<file path="src/rtl/uart_byte_receiver_pkg.sv">
// Shared constants and FSM state type for the UART byte receiver.
// UART_RX_PARITY_EN adds the PARITY state to the enumeration.
package uart_byte_receiver_pkg;

    localparam int OVERSAMPLE = 16;
    localparam int DATA_W     = 8;

`ifdef UART_RX_PARITY_EN
    typedef enum logic [2:0] {
        ST_IDLE,
        ST_START,
        ST_DATA,
        ST_PARITY,
        ST_STOP
    } state_t;
`else
    typedef enum logic [2:0] {
        ST_IDLE,
        ST_START,
        ST_DATA,
        ST_STOP
    } state_t;
`endif

    function automatic int calc_div(int clk_freq, int baud);
        return clk_freq / (baud * OVERSAMPLE);
    endfunction

endpackage

</file>
<file path="src/rtl/uart_baud_tick.sv">
// Oversample tick generator: one-CLK TICK every floor(CLK_FREQ/(BAUD*16)) cycles.
// CLR restarts the period so sampling aligns to the start-bit edge.
module uart_baud_tick
    import uart_byte_receiver_pkg::*;
#(
    parameter int CLK_FREQ = 50000000,
    parameter int BAUD     = 9600
) (
    input  logic CLK,
    input  logic RST,
    input  logic CLR,
    output logic TICK
);

    localparam int DIV_RAW = calc_div(CLK_FREQ, BAUD);
    localparam int DIV     = (DIV_RAW < 1) ? 1 : DIV_RAW;
    localparam int CW      = (DIV > 1) ? $clog2(DIV) : 1;

    logic [CW-1:0] cnt;

    assign TICK = (cnt == CW'(DIV - 1));

    always_ff @(posedge CLK or posedge RST) begin
        if (RST) begin
            cnt <= '0;
        end else if (CLR || TICK) begin
            cnt <= '0;
        end else begin
            cnt <= cnt + CW'(1);
        end
    end

endmodule

</file>
<file path="src/rtl/uart_byte_receiver.sv">
// UART byte receiver: 16x oversampled 8N1 frame decoder with one-CLK result pulses.
// Define UART_RX_PARITY_EN for an even-parity bit between data and stop.
module uart_byte_receiver
    import uart_byte_receiver_pkg::*;
#(
    parameter int CLK_FREQ = 50000000,
    parameter int BAUD     = 9600
) (
    input  logic              CLK,
    input  logic              RST,
    input  logic              RX,
    output logic [DATA_W-1:0] DATA,
    output logic              VALID,
    output logic              FRAME_ERR,
    output logic              PARITY_ERR,
    output logic              BUSY,
    output state_t            DBG_STATE
);

    localparam int TCW = $clog2(OVERSAMPLE);

    // Handshake: VALID, FRAME_ERR and PARITY_ERR are single-cycle strobes with no
    // back-pressure; DATA is only written in the cycle VALID rises and holds otherwise.

    logic              rx_s1, rx_s2, rx_prev;
    logic              fall;
    logic              tick;
    logic              div_clr;
    logic              half_tick, last_tick;
    logic              stop_sample;
    logic              par_ok;
    logic [TCW-1:0]    tick_cnt;
    logic [2:0]        bit_cnt;
    logic [DATA_W-1:0] shift;
    state_t            state, state_next;

    uart_baud_tick #(
        .CLK_FREQ(CLK_FREQ),
        .BAUD    (BAUD)
    ) u_tick (
        .CLK (CLK),
        .RST (RST),
        .CLR (div_clr),
        .TICK(tick)
    );

    always_ff @(posedge CLK or posedge RST) begin
        if (RST) begin
            rx_s1   <= 1'b1;
            rx_s2   <= 1'b1;
            rx_prev <= 1'b1;
        end else begin
            rx_s1   <= RX;
            rx_s2   <= rx_s1;
            rx_prev <= rx_s2;
        end
    end

    // Edge-based arming: after a break the line must rise before a new start counts.
    assign fall      = rx_prev & ~rx_s2;
    assign half_tick = tick && (tick_cnt == TCW'(OVERSAMPLE / 2 - 1));
    assign last_tick = tick && (tick_cnt == TCW'(OVERSAMPLE - 1));

    always_comb begin
        state_next  = state;
        div_clr     = 1'b0;
        stop_sample = 1'b0;
        case (state)
            ST_IDLE: begin
                if (fall) begin
                    state_next = ST_START;
                    div_clr    = 1'b1;
                end
            end
            ST_START: begin
                if (half_tick) begin
                    state_next = rx_s2 ? ST_IDLE : ST_DATA;
                end
            end
            ST_DATA: begin
                if (last_tick && (bit_cnt == 3'(DATA_W - 1))) begin
`ifdef UART_RX_PARITY_EN
                    state_next = ST_PARITY;
`else
                    state_next = ST_STOP;
`endif
                end
            end
`ifdef UART_RX_PARITY_EN
            ST_PARITY: begin
                if (last_tick) begin
                    state_next = ST_STOP;
                end
            end
`endif
            ST_STOP: begin
                if (last_tick) begin
                    state_next  = ST_IDLE;
                    stop_sample = 1'b1;
                end
            end
            default: state_next = ST_IDLE;
        endcase
    end

    always_ff @(posedge CLK or posedge RST) begin
        if (RST) begin
            state <= ST_IDLE;
        end else begin
            state <= state_next;
        end
    end

    always_ff @(posedge CLK or posedge RST) begin
        if (RST) begin
            tick_cnt <= '0;
            bit_cnt  <= '0;
            shift    <= '0;
        end else begin
            if ((state == ST_IDLE) || (state != state_next)) begin
                tick_cnt <= '0;
            end else if (tick) begin
                tick_cnt <= tick_cnt + TCW'(1);
            end
            if (state != ST_DATA) begin
                bit_cnt <= '0;
            end else if (last_tick) begin
                bit_cnt <= bit_cnt + 3'd1;
            end
            if ((state == ST_DATA) && last_tick) begin
                shift <= {rx_s2, shift[DATA_W-1:1]};
            end
        end
    end

`ifdef UART_RX_PARITY_EN
    logic par_bit;

    always_ff @(posedge CLK or posedge RST) begin
        if (RST) begin
            par_bit <= 1'b0;
        end else if ((state == ST_PARITY) && last_tick) begin
            par_bit <= rx_s2;
        end
    end

    assign par_ok = ~^{shift, par_bit};

    always_ff @(posedge CLK or posedge RST) begin
        if (RST) begin
            PARITY_ERR <= 1'b0;
        end else begin
            PARITY_ERR <= stop_sample && rx_s2 && !par_ok;
        end
    end
`else
    assign par_ok     = 1'b1;
    assign PARITY_ERR = 1'b0;
`endif

    // Frame error wins over parity: a low stop bit never yields PARITY_ERR.
    always_ff @(posedge CLK or posedge RST) begin
        if (RST) begin
            DATA      <= '0;
            VALID     <= 1'b0;
            FRAME_ERR <= 1'b0;
        end else begin
            VALID     <= stop_sample && rx_s2 && par_ok;
            FRAME_ERR <= stop_sample && !rx_s2;
            if (stop_sample && rx_s2 && par_ok) begin
                DATA <= shift;
            end
        end
    end

    assign BUSY      = (state != ST_IDLE);
    assign DBG_STATE = state;

endmodule
</file>
<file path="config.mk">
export PLATFORM = sky130hd
export DESIGN_NAME = uart_byte_receiver
export DESIGN_NICKNAME = d
export VERILOG_FILES = /design/src/rtl/uart_byte_receiver_pkg.sv /design/src/rtl/uart_baud_tick.sv /design/src/rtl/uart_byte_receiver.sv
export SDC_FILE = /design/constraint.sdc
export NUM_CORES = 1
export LEC_CHECK = 0
export CAP_MARGIN = 20
export CORE_MARGIN = 5
export CORE_UTILIZATION = 38
export CTS_CLUSTER_SIZE = 16
export DETAILED_ROUTE_END_ITERATION = 10
export PLACE_DENSITY = 0.56
export RECOVER_POWER = 25
export SYNTH_ARGS = -nofsm -noshare
export SYNTH_HDL_FRONTEND = slang
export SYNTH_HIERARCHICAL = 1
export SYNTH_SLANG_ARGS = --single-unit
</file>
<file path="constraint.sdc">
create_clock -name CLK -period 7.6 [get_ports CLK]
set_clock_uncertainty 0.2 [all_clocks]
set_input_delay 1.52 -clock CLK [delete_from_list [all_inputs] [get_ports CLK]]
set_output_delay 1.52 -clock CLK [all_outputs]
set_load 0.01 [all_outputs]
</file>
After elaboration in Yosys (flattened, before gate mapping)

Cells that the tools add are included.

Register bits after elaboration: 40
Latch bits: 0
Memory bits (writable): 0
ROM bits: 0
Bits of input ports: 3
Output and inout port bits: 15
Memories kept: 0

Add/sub/neg operators: 3
Multipliers: 0
Divide/modulo/power cells: 0
$lt $le $gt $ge: 0
Equality and inequality tests: 9
Shift operators: 0
Multiplexer cells: 15
Bitwise logic cells: 2
Reductions and logical operators: 13

Operator list:

| cell                                                                  | count |
|---|---|
| 3-bit 2-to-1 mux                                                      | 6 |
| 3-bit case mux with 4 select lines                                    | 1 |
| 9-bit by 1-bit adder with 9-bit output, second input constant         | 1 |
| 9-bit equality test, second input constant                            | 1 |
| 9-bit 2-to-1 mux                                                      | 1 |
| 4-bit 2-to-1 mux                                                      | 2 |
| 3-bit by 2-bit equality test with 1-bit output, second input constant | 2 |
| 1-bit logical AND                                                     | 6 |
| 4-bit by 1-bit adder with 4-bit output, second input constant         | 1 |
| 4-bit by 3-bit equality test with 1-bit output, second input constant | 1 |
| 4-bit equality test, second input constant                            | 1 |
| 1-bit 2-to-1 mux                                                      | 4 |
| 2-bit nonzero test                                                    | 2 |
| 3-bit by 1-bit adder with 3-bit output, second input constant         | 1 |
| 3-bit by 1-bit equality test with 1-bit output, second input constant | 1 |
| 3-bit equality test, second input constant                            | 1 |
| 3-bit zero test                                                       | 1 |
| 3-bit by 2-bit != test with 1-bit output, second input constant       | 1 |
| 3-bit != test                                                         | 1 |
| 3-bit nonzero test                                                    | 1 |
| 1-bit logical OR                                                      | 2 |
| 2-bit 2-to-1 mux                                                      | 1 |
| 1-bit AND                                                             | 1 |
| 1-bit zero test                                                       | 1 |
| 1-bit NOT                                                             | 1 |

Logic depth before layout (Yosys ltp)

Depth after elaboration: 8
Depth in mapped cells: 8

Modules after synthesis

Netlist, hierarchy kept.

Modules (own cells, without submodules):

| module             | times used | cells each | area an instance (µm²) | seq. area each (µm²) |
|---|---|---|---|---|
| uart_byte_receiver | 1          | 99         | 1332.5                 | 779.5 |
| uart_baud_tick     | 1          | 49         | 467.9                  | 225.2 |

Worst setup path before layout

Ideal clock, no wire load.

Kind: reg-to-output
Start point: register state[0] (netlist: DBG_STATE[0])
End point: output port BUSY
Arrival: 0.984 ns
Required time: 5.880 ns
Slack: 4.896 ns
Stages on the path, launching flop included: 3
Path buffers: 1
Path through: dfrtp_1 -> clkbuf_1 -> or3_1

Cells in the longest elaborated chain, start to end: 1

RTL lines:

| item                     | line                      | RTL |
|---|---|---|
| start: declaration       | uart_byte_receiver.sv:35  | `state_t state, state_next;` |
| start signal: assignment | uart_byte_receiver.sv:110 | `state <= state_next;` |
| 3-bit nonzero test       | uart_byte_receiver.sv:176 | `assign BUSY = (state != ST_IDLE);` |
| end: declaration         | uart_byte_receiver.sv:16  | `output logic BUSY,` |

Every way passes these cells.

Worst setup path after layout

Start point: register state[1] (netlist: DBG_STATE[1])
End point: output port BUSY

The elaborated chain is that of the path after synthesis.

==> results by group <==
Run status
  • Outcome: finished, final reports clean

Drt
  • Vias: 1170
  • Post-Route WL: 3.25 mm
  • Drt initial violations: 76
  • DRT antenna net count: 0
  • WL/cell: 14.5 um
  • Post-route DRC: 0
  • Router iterations before antenna repair: 4
  • Vias/cell: 5.22

Global routing
  • GR Layer Usage met3: 0.0397
  • Grt met1 use: 0.154
  • First-pass GRT wire length: 5.87 mm
  • Initial antenna violation count: 0
  • Global route overflow: 0
  • Largest net degree at the start of global routing: 32
  • GR Util All Layers: 0.121
  • Gr busiest metal: met2
  • Number of global-route vias before repair: 1246
  • M2 GR Usage: 0.189

Worst setup path
  • Crit-path leading delay family: buffers and inverters
  • CP endpoint kind: primary output
  • Req. time, crit path: 5.88 ns
  • CP bufs+invs: 1
  • CP arrival: 1.71 ns
  • Worst-path cell chain: or3_1 -> clkdlybuf4s50_1
  • Critical path fanouts, max: 9
  • Crit start category: flip-flop
  • Critical path class: reg2out
  • CP max stage cell: clkdlybuf4s50_1
  • CP peak stage delay: 0.50 ns

Timing
  • Setup violations, final: 0
  • Tightest Pin Transition: 1.37 ns
  • Fmax: 0.292 GHz
  • RSZ-0062 raised after global routing: false
  • Post-route setup TNS: 0 ns
  • Final Cycle Share: 0.451
  • Hold Violations, Final: 0
  • Max Transition Viols Final: 0
  • Fin crit period: 3.43 ns
  • Slew Limit Headroom: 0.0778
  • Hold Slack: 0.168 ns

Clock network
  • Hold-fix buffers, CTS: 0
  • CTS Sinks: 40
  • CTS max path bufs: 2
  • Clock latency on the worst-skew pair: 0.29 ns
  • H-tree levels: 2
  • Post-CTS setup buffer count: 0
  • CTS clk-pin slew, worst paths: 0.08 ns
  • Total CTS buffers: 5
  • Resize count post-CTS: 0
  • Root buf cell: clkbuf_8
  • CTS tree: done

Final layout
  • Commonest non-fill, non-tap cell in the layout: dfrtp_1
  • Synth-to-Final Area Change: 18.0%
  • Ant diodes: 0
  • Fraction of layout cells with a size suffix above 1: 0.200
  • Final #Nets: 177
  • Most frequent cells in the layout: dfrtp_1 (37), mux2_2 (16), clkdlybuf4s50_1 (14)

Hold path
  • Hold Crit Class: reg2reg

Synthesis
  • Count of state elements after synthesis: 40
  • Register area share after synthesis: 0.558
  • Async SR Flop Fraction: 1.00
  • Post-Syn Instances: 148
  • Primary FF master, synth: dfrtp_1
  • Avg Cell Area, Syn: 12.2 um^2
  • Post-synth EDFFs: 0
  • Post-synthesis cell type count: 39
  • Mapped Area: 1800 um^2
  • Synth warn: 6

Die
  • Die Wd: 78.8 um
  • Ports: 18
  • Die area: 6210 um^2
  • Initial core utilization: 0.386
  • Core area: 4660 um^2
  • Die Height: 78.8 um
  • Rows: 25

Place
  • GP Congestion: 0.832
  • Port buffer count: 16
  • Dpl hpwl: 2.36 mm

Power
  • Max IR drop VDD: 0.0000972 V
  • Pwr Density: 221 nW/um^2
  • Leakage power: 0.950 nW

Run
  • Maximum Capacitance Violations: 0
## per-layer routing
layer | part of all wire | routed length (um)
met1 | 0.45 | 1470
met2 | 0.49 | 1590
met3 | 0.041 | 134
met4 | 0.018 | 60
met5 | 0 | 0
## sequential cells by signal, indices dropped and copies added (netlist names)
register    flops
u_tick/cnt      9
DATA            8
shift           8
tick_cnt        4
DBG_STATE       3
bit_cnt         3
FRAME_ERR       1
VALID           1
rx_prev         1
rx_s1           1
rx_s2           1
## cell usage after synthesis (2+ instances only)
cell      n  share of area
dfrtp_1  37           0.51
mux2_2   16           0.10
nand2_1  10          0.021
nor2_1    8          0.017
inv_1     7          0.015
nand3_1   7          0.019
a21oi_1   6          0.017
xor2_1    6          0.029
ha_1      5          0.035
or3_1     5          0.017
o21ai_0   4          0.011
buf_4     3          0.013
dfstp_2   3          0.044
nor3_1    3         0.0083
a31oi_1   2         0.0069
nand4_1   2         0.0069
xnor2_1   2         0.0097
## path summary, 6_finish.rpt
check / start / end / slack [ns] / depth (start not counted)
setup reg to reg: u_tick/cnt[0]$_DFF_PP0_ / DATA[4]$_DFFE_PP0P_ / 4.66 / 8
setup / recovery: DBG_STATE[1]$_DFF_PP0_ / BUSY / 4.17 / 2
max in group asynchronous: RST / rx_s1$_DFF_PP1_ / 5.30 / 3
hold reg to reg: rx_s1$_DFF_PP1_ / rx_s2$_DFF_PP1_ / 0.17 / 0
hold / removal: rx_s1$_DFF_PP1_ / rx_s2$_DFF_PP1_ / 0.17 / 0
min in group asynchronous: RST / u_tick/cnt[6]$_DFF_PP0_ / 1.45 / 2
## power by group
part | leakage [nW] | internal (W) | total [W] | switching (W)
registers | 0.537 | 0.000227 | 0.000247 | 0.0000204
logic | 0.352 | 0.0000186 | 0.0000418 | 0.0000232
clock network | 0.0614 | 0.000107 | 0.000180 | 0.0000732
total | 0.950 | 0.000353 | 0.000470 | 0.000117
## area by class of cell
class | count | area [um^2]
Sequential cell | 40 | 1000
Clock buffer | 6 | 82.6
Multi-Input combinational cell | 97 | 733
Clock inverter | 2 | 38.8
Inverter | 7 | 26.3
Timing Repair Buffer | 18 | 171
Tap cell | 54 | 67.6
Fill cell | 423 | 2540
## stage by stage
step,utilization,power [W],cells,setup slack (ns),instance area (um^2)
after CTS,0.459,0.000480,224,4.16,2140
final,0.456,0.000470,224,4.17,2120
after floorplan,-,0.000282,149,4.90,1800
after detailed placement,0.432,0.000295,216,4.49,2020
after global placement,0.432,0.000292,216,4.51,2020
after global routing,0.456,0.000496,224,4.09,2120
## logic make-up (layout without fill, tap and decap cells)
| kind of cell | count (synthesis) | count (layout) | share of synthesized area |
|---|---|---|---|
| flops | 40 | 40 | 0.558 |
| simple gates | 48 | 48 | 0.166 |
| compound gates | 17 | 17 | 0.0626 |
| fa+ha+maj | 5 | 5 | 0.0347 |
| buf+inv | 12 | 33 | 0.0320 |
| mux | 17 | 17 | 0.106 |
| xor+xnor | 8 | 8 | 0.0389 |
| other cells | 1 | 2 | 0.00208 |
Power figures use the tool's default switching activity.
